### config.mk
export PLATFORM = sky130hd
export DESIGN_NAME = pipe_ctrl_flat
export DESIGN_NICKNAME = d
export VERILOG_FILES = /design/src/rtl/pipe_ctrl_if.sv /design/src/rtl/pipe_ctrl.sv /design/src/flat_wrapper.sv
export SDC_FILE = /design/constraint.sdc
export NUM_CORES = 1
export LEC_CHECK = 0
export BUFFER_PORTS_ARGS = -buffer_cell sky130_fd_sc_hd__buf_2
export CAP_MARGIN = 30
export CORE_ASPECT_RATIO = 0.75
export CORE_MARGIN = 2
export CORE_UTILIZATION = 43
export DETAILED_ROUTE_END_ITERATION = 16
export GPL_ROUTABILITY_DRIVEN = 0
export PLACE_DENSITY = 0.86
export SLEW_MARGIN = 25
export SYNTH_ARGS = -nofsm -noshare
export SYNTH_HDL_FRONTEND = slang
export SYNTH_SLANG_ARGS = --single-unit
### constraint.sdc
create_clock -name clk -period 5.8 [get_ports clk]
set_clock_uncertainty 0.15 [all_clocks]
set_input_delay 0.58 -clock clk [delete_from_list [all_inputs] [get_ports clk]]
set_output_delay 0.58 -clock clk [all_outputs]
set_load 0.01 [all_outputs]
### src/rtl/pipe_ctrl_if.sv
// pipe_ctrl_if -- pipeline hazard/control bundle between the datapath stages
// and the pipeline controller.
//   ID inputs : id_rs1_i, id_rs2_i (source regs), id_error_i (illegal instr)
//   EX inputs : ex_rtltype_i, ex_gprs_waddr_i, ex_jump_i, ex_jump_target_i
//   MEM input : mem_busy_i (data memory not ready)
//   Outputs   : pc_load_o/pc_target_o, per-register stalls and flushes,
//               halted_o
// master = pipeline side (drives stage info), slave = controller side.
interface pipe_ctrl_if;
  logic [4:0]  id_rs1_i;
  logic [4:0]  id_rs2_i;
  logic        id_error_i;
  logic [2:0]  ex_rtltype_i;
  logic [4:0]  ex_gprs_waddr_i;
  logic        ex_jump_i;
  logic [31:0] ex_jump_target_i;
  logic        mem_busy_i;

  logic        pc_load_o;
  logic [31:0] pc_target_o;
  logic        pc_stall_o;
  logic        if_id_stall_o;
  logic        id_ex_stall_o;
  logic        ex_mem_stall_o;
  logic        if_id_flush_o;
  logic        id_ex_flush_o;
  logic        halted_o;

  modport master (
    output id_rs1_i, id_rs2_i, id_error_i, ex_rtltype_i, ex_gprs_waddr_i,
           ex_jump_i, ex_jump_target_i, mem_busy_i,
    input  pc_load_o, pc_target_o, pc_stall_o, if_id_stall_o, id_ex_stall_o,
           ex_mem_stall_o, if_id_flush_o, id_ex_flush_o, halted_o
  );

  modport slave (
    input  id_rs1_i, id_rs2_i, id_error_i, ex_rtltype_i, ex_gprs_waddr_i,
           ex_jump_i, ex_jump_target_i, mem_busy_i,
    output pc_load_o, pc_target_o, pc_stall_o, if_id_stall_o, id_ex_stall_o,
           ex_mem_stall_o, if_id_flush_o, id_ex_flush_o, halted_o
  );
endinterface

### src/rtl/pipe_ctrl.sv
// pipe_ctrl -- pipeline controller: PC load on boot/jump, load-use and
// memory-busy stalls, bubble insertion, halt on illegal instruction.
//   clk         : clock, rising edge
//   rst_n       : synchronous active-low reset
//   bus         : pipe_ctrl_if.slave (stage info in, control out)
//   stall_cnt_o : saturating count of cycles with pc_stall_o high
// All control outputs are combinational from state and inputs.
module pipe_ctrl #(
  parameter logic [31:0] RESET_PC    = 32'h0000_0000,
  parameter int unsigned STALL_CNT_W = 16
) (
  input  logic                   clk,
  input  logic                   rst_n,
  pipe_ctrl_if.slave             bus,
  output logic [STALL_CNT_W-1:0] stall_cnt_o
);

  localparam logic [2:0] RTLTYPE_RMEM = 3'd2;

  typedef enum logic [1:0] {BOOT, RUN, MEMWAIT, HALT} state_e;

  state_e                 state_q, state_d;
  logic [STALL_CNT_W-1:0] stall_cnt_q, stall_cnt_d;

  logic load_use;

  assign load_use = (bus.ex_rtltype_i == RTLTYPE_RMEM) &&
                    (bus.ex_gprs_waddr_i != '0) &&
                    ((bus.ex_gprs_waddr_i == bus.id_rs1_i) ||
                     (bus.ex_gprs_waddr_i == bus.id_rs2_i));

  always_comb begin
    state_d            = state_q;
    bus.pc_load_o      = 1'b0;
    bus.pc_target_o    = '0;
    bus.pc_stall_o     = 1'b0;
    bus.if_id_stall_o  = 1'b0;
    bus.id_ex_stall_o  = 1'b0;
    bus.ex_mem_stall_o = 1'b0;
    bus.if_id_flush_o  = 1'b0;
    bus.id_ex_flush_o  = 1'b0;
    bus.halted_o       = 1'b0;

    if (!rst_n) begin
      // Reset cycle presents the same PC load/flush as BOOT.
      bus.pc_load_o     = 1'b1;
      bus.pc_target_o   = RESET_PC;
      bus.if_id_flush_o = 1'b1;
      bus.id_ex_flush_o = 1'b1;
    end else begin
      unique case (state_q)
        BOOT: begin
          bus.pc_load_o     = 1'b1;
          bus.pc_target_o   = RESET_PC;
          bus.if_id_flush_o = 1'b1;
          bus.id_ex_flush_o = 1'b1;
          state_d           = RUN;
        end
        // MEMWAIT decides exactly like RUN so release costs no extra cycle.
        RUN, MEMWAIT: begin
          if (bus.mem_busy_i) begin
            bus.pc_stall_o     = 1'b1;
            bus.if_id_stall_o  = 1'b1;
            bus.id_ex_stall_o  = 1'b1;
            bus.ex_mem_stall_o = 1'b1;
            state_d            = MEMWAIT;
          end else begin
            state_d = RUN;
            if (bus.ex_jump_i) begin
              // Error in ID is discarded: that instruction is flushed.
              bus.pc_load_o     = 1'b1;
              bus.pc_target_o   = bus.ex_jump_target_i;
              bus.if_id_flush_o = 1'b1;
              bus.id_ex_flush_o = 1'b1;
            end else if (bus.id_error_i) begin
              bus.pc_stall_o    = 1'b1;
              bus.if_id_stall_o = 1'b1;
              bus.id_ex_flush_o = 1'b1;
              state_d           = HALT;
            end else if (load_use) begin
              bus.pc_stall_o    = 1'b1;
              bus.if_id_stall_o = 1'b1;
              bus.id_ex_flush_o = 1'b1;
            end
          end
        end
        HALT: begin
          bus.pc_stall_o     = 1'b1;
          bus.if_id_stall_o  = 1'b1;
          bus.id_ex_stall_o  = 1'b1;
          bus.ex_mem_stall_o = 1'b1;
          bus.halted_o       = 1'b1;
        end
        default: state_d = BOOT;
      endcase
    end
  end

  always_comb begin
    stall_cnt_d = stall_cnt_q;
    if (bus.pc_stall_o && (stall_cnt_q != '1)) begin
      stall_cnt_d = stall_cnt_q + STALL_CNT_W'(1);
    end
  end

  always_ff @(posedge clk) begin
    if (!rst_n) begin
      state_q     <= BOOT;
      stall_cnt_q <= '0;
    end else begin
      state_q     <= state_d;
      stall_cnt_q <= stall_cnt_d;
    end
  end

  assign stall_cnt_o = stall_cnt_q;

endmodule

### src/flat_wrapper.sv
// flat-port wrapper written by rule: the top's interface ports become plain ports
module pipe_ctrl_flat 
#(
  parameter logic [31:0] RESET_PC    = 32'h0000_0000,
  parameter int unsigned STALL_CNT_W = 16
)
  (clk, rst_n, stall_cnt_o, bus_id_rs1_i, bus_id_rs2_i, bus_id_error_i, bus_ex_rtltype_i, bus_ex_gprs_waddr_i, bus_ex_jump_i, bus_ex_jump_target_i, bus_mem_busy_i, bus_pc_load_o, bus_pc_target_o, bus_pc_stall_o, bus_if_id_stall_o, bus_id_ex_stall_o, bus_ex_mem_stall_o, bus_if_id_flush_o, bus_id_ex_flush_o, bus_halted_o);
  pipe_ctrl_if bus_i ();
  input  logic clk;
  input  logic rst_n;
  output logic [STALL_CNT_W-1:0] stall_cnt_o;
  input wire logic [$bits(bus_i.id_rs1_i)-1:0] bus_id_rs1_i;
  input wire logic [$bits(bus_i.id_rs2_i)-1:0] bus_id_rs2_i;
  input wire logic [$bits(bus_i.id_error_i)-1:0] bus_id_error_i;
  input wire logic [$bits(bus_i.ex_rtltype_i)-1:0] bus_ex_rtltype_i;
  input wire logic [$bits(bus_i.ex_gprs_waddr_i)-1:0] bus_ex_gprs_waddr_i;
  input wire logic [$bits(bus_i.ex_jump_i)-1:0] bus_ex_jump_i;
  input wire logic [$bits(bus_i.ex_jump_target_i)-1:0] bus_ex_jump_target_i;
  input wire logic [$bits(bus_i.mem_busy_i)-1:0] bus_mem_busy_i;
  output wire logic [$bits(bus_i.pc_load_o)-1:0] bus_pc_load_o;
  output wire logic [$bits(bus_i.pc_target_o)-1:0] bus_pc_target_o;
  output wire logic [$bits(bus_i.pc_stall_o)-1:0] bus_pc_stall_o;
  output wire logic [$bits(bus_i.if_id_stall_o)-1:0] bus_if_id_stall_o;
  output wire logic [$bits(bus_i.id_ex_stall_o)-1:0] bus_id_ex_stall_o;
  output wire logic [$bits(bus_i.ex_mem_stall_o)-1:0] bus_ex_mem_stall_o;
  output wire logic [$bits(bus_i.if_id_flush_o)-1:0] bus_if_id_flush_o;
  output wire logic [$bits(bus_i.id_ex_flush_o)-1:0] bus_id_ex_flush_o;
  output wire logic [$bits(bus_i.halted_o)-1:0] bus_halted_o;
  assign bus_i.id_rs1_i = bus_id_rs1_i;
  assign bus_i.id_rs2_i = bus_id_rs2_i;
  assign bus_i.id_error_i = bus_id_error_i;
  assign bus_i.ex_rtltype_i = bus_ex_rtltype_i;
  assign bus_i.ex_gprs_waddr_i = bus_ex_gprs_waddr_i;
  assign bus_i.ex_jump_i = bus_ex_jump_i;
  assign bus_i.ex_jump_target_i = bus_ex_jump_target_i;
  assign bus_i.mem_busy_i = bus_mem_busy_i;
  assign bus_pc_load_o = bus_i.pc_load_o;
  assign bus_pc_target_o = bus_i.pc_target_o;
  assign bus_pc_stall_o = bus_i.pc_stall_o;
  assign bus_if_id_stall_o = bus_i.if_id_stall_o;
  assign bus_id_ex_stall_o = bus_i.id_ex_stall_o;
  assign bus_ex_mem_stall_o = bus_i.ex_mem_stall_o;
  assign bus_if_id_flush_o = bus_i.if_id_flush_o;
  assign bus_id_ex_flush_o = bus_i.id_ex_flush_o;
  assign bus_halted_o = bus_i.halted_o;
  pipe_ctrl #(.RESET_PC(RESET_PC), .STALL_CNT_W(STALL_CNT_W)) u_core (.clk(clk), .rst_n(rst_n), .bus(bus_i), .stall_cnt_o(stall_cnt_o));
endmodule
==> results.tsv <==
metric	value	unit
run_status	complete, no violations	
dp_hpwl	3378	µm
initial_core_util	44.06	%
cts.sinks	18	
yosysTopAreaCell	dfxtp_1	
coreArea	3221	µm²
netlist_area	1419	µm²
postCtsResizedCells	0	
p_clk_share	33.1	%
r2r-end	u_core.stall_cnt_o[3]	
timing.rr.start	u_core.state_q[0]	
ios	111	
synth.avg_cell_area	7.753	µm²
slew_headroom	52.24	%
ys_seq_elements	18	
synth_async_sr_flop_share	0	%
fin_tns_setup	0	ns
tightest_slew	0.7105	ns
grt_pass1_vias	1329	
drt_iter0_drc	88	
fin_cells	326	
vias	1664	
seq_area_frac_synth	25.40	%
final-setup-viol-count	0	
synthesis.nets	242	
cts_max_path_buffers	2	
fin_crit_sh	57.02	%
combPwrFrac	25.7	%
yosys-top-cells-count	and2_1, dfxtp_1, nand2_1, a21oi_1, xor2_1	
yosys.area.top_type_share	25.40	%
ir_worst_vdd	0.1874	mV
post-route-drc-count	0	
worst_ep_required_time	5.07	ns
syn_inst	183	
cts_hold_buf	0	
p_sw	0.08895	mW
rows	18	
fillCellCount	268	
max_freq	0.3024	GHz
grt_pass1_wl	6147	µm
grt_util_all_layers	20.28	%
crit_start	u_core.state_q[0]	
synth-edff-count	0	
sw_frac_of_total	28.50	%
crit_fanout	23	
cts_buffers	3	
ys_warn_count	0	
die_x	70.33	µm
htree_num_levels	1	
cts_tree	built	
worstPathArrival	2.58	ns
finalHoldViolCount	0	
clk_pin_slew_worst_paths	0.07	ns
antenna_cells	0	
cts_root_buffer	clkbuf_8	
maxCapViolCount	0	
timing.final.ws_setup	2.493	ns
clk_latency	0.26	ns
via_per_inst	5.104	
endpoint_kind	primary output	
ys.flop_type	dfxtp_1	
grt_overflow	0	
whs	0.3437	ns
synth_most_common_cell	and2_1	
layout.nets	346	
startpoint_type	flop	
portBuffers	110	
post-cts-setup-buffer-count	0	
power.density	155.0	nW/µm²
cp-endpoint	bus_if_id_stall_o	
p_int	0.2232	mW
hold_path_class	reg2reg	
grt_start_max_net_pins	33	
regToRegSetupSlack	3.04	ns
rsz0062_at_grt	no	
drtAntennaViolNets	0	
leakage	1.027	nW
dieArea	3780	µm²
ys_types	36	
wl	4155	µm
area.growth.synth_to_final	41.89	%
final.min_clock_period	3.307	ns
antenna_found_initial	0	
dr.pass1.iters	4	
synthTopCellsByArea	dfxtp_1, and2_1, xor2_1	
fin_util	62.51	%
dp.cells	322	
worstSetupPathType	reg2out	
dp_worst_setup_slack	2.588	ns
drv_slew	0	
drive_above_1_share	41.96	%
p_seq_share	41.3	%
wire_per_inst	12.75	µm
fp.dieH	53.75	µm
rr_worst_depth	9	
-- worst min-delay path by stage --
| stage | from | to | slack, ns | cells after the start |
|---|---|---|---|---|
| final | u_core.stall_cnt_o[4] | u_core.stall_cnt_o[4] | 0.34 | 2 |
| after global placement | u_core.stall_cnt_o[4] | u_core.stall_cnt_o[4] | 0.31 | 1 |
| after CTS | u_core.stall_cnt_o[4] | u_core.stall_cnt_o[4] | 0.35 | 2 |
| after floorplan | u_core.state_q[1] | u_core.state_q[1] | 0.31 | 2 |
| after global routing | u_core.state_q[1] | u_core.state_q[1] | 0.36 | 2 |
| after detailed placement | u_core.state_q[1] | u_core.state_q[1] | 0.34 | 2 |
-- per-layer routing --
layer / GRT usage, % / vias up / share of wire (%)
met5: 0 / - / 0
met4: 4.487 / 0 / 0.96
met3: 5.243 / 6 / 6.9
met2: 33.02 / 62 / 48
met1: 27.35 / 740 / 45
li1: - / 856 / -
-- cell type report --
type | count | area, µm² | area share (%)
Multi-Input combinational cell | 144 | 955.9 | 47.48
Timing Repair Buffer | 111 | 558.0 | 27.72
Sequential cell | 18 | 360.3 | 17.90
Clock buffer | 4 | 55.05 | 2.735
Tap cell | 40 | 50.05 | 2.486
Inverter | 9 | 33.78 | 1.678
-- sequential cells by signal, indices dropped and copies added (netlist names) --
name / cells
u_core.stall_cnt_o: 16
u_core.state_q: 2
-- stage by stage --
| step | total power, mW | cell area, µm² |
|---|---|---|
| finish | 0.3121 | 2013 |
| global route | 0.3300 | 2013 |
| CTS | 0.3142 | 2013 |
| detailed placement | 0.2111 | 1958 |
| global placement | 0.2082 | 1958 |
| floorplan | 0.1776 | 1419 |
-- power by group through the flow --
stage | Clock (mW) | Combinational (mW) | Sequential (mW)
6_report | 0.103 | 0.0801 | 0.129
4_1_cts | 0.106 | 0.0799 | 0.129
5_1_grt | 0.112 | 0.0894 | 0.129
3_3_place_gp | 0 | 0.0771 | 0.131
3_5_place_dp | 0 | 0.0797 | 0.131
2_1_floorplan | 0 | 0.0465 | 0.131
-- worst max-delay path, stage by stage (launching register included) --
cell     delay [ns]
dfxtp_1        0.36
inv_1          0.08
ha_1           0.38
a21oi_1        0.23
nor3_1         0.09
a21oi_1        0.13
o21a_1         0.59
inv_1          0.25
buf_2          0.21
-- cells by family (layout without fill, tap and decap cells) --
logic type      Yosys count  count (layout)  share of synthesized area (%)
fa+ha+maj                 4               4                          3.527
flops                    18              18                          25.40
buf+inv                  21             124                          7.672
xor+xnor                 10              10                          6.173
compound gates           34              34                          15.87
mux                       5               5                          3.527
simple gates             91              91                          37.83
-- cell usage in the layout (no fill, tap or decap), drive strengths merged, types with 2 or more instances in the layout --
master,instances
a21oi,12
and2,33
and3,3
and4,3
buf,111
clkbuf,4
dfxtp,18
ha,4
inv,9
mux2i,5
nand2,14
nand2b,2
nand3,9
nand4,2
nor2,7
nor3,6
nor4,2
o21ai,4
o311ai,2
o31ai,6
o41ai,2
or4,8
xor2,10
No activity file was read; power rests on OpenSTA's default activity.
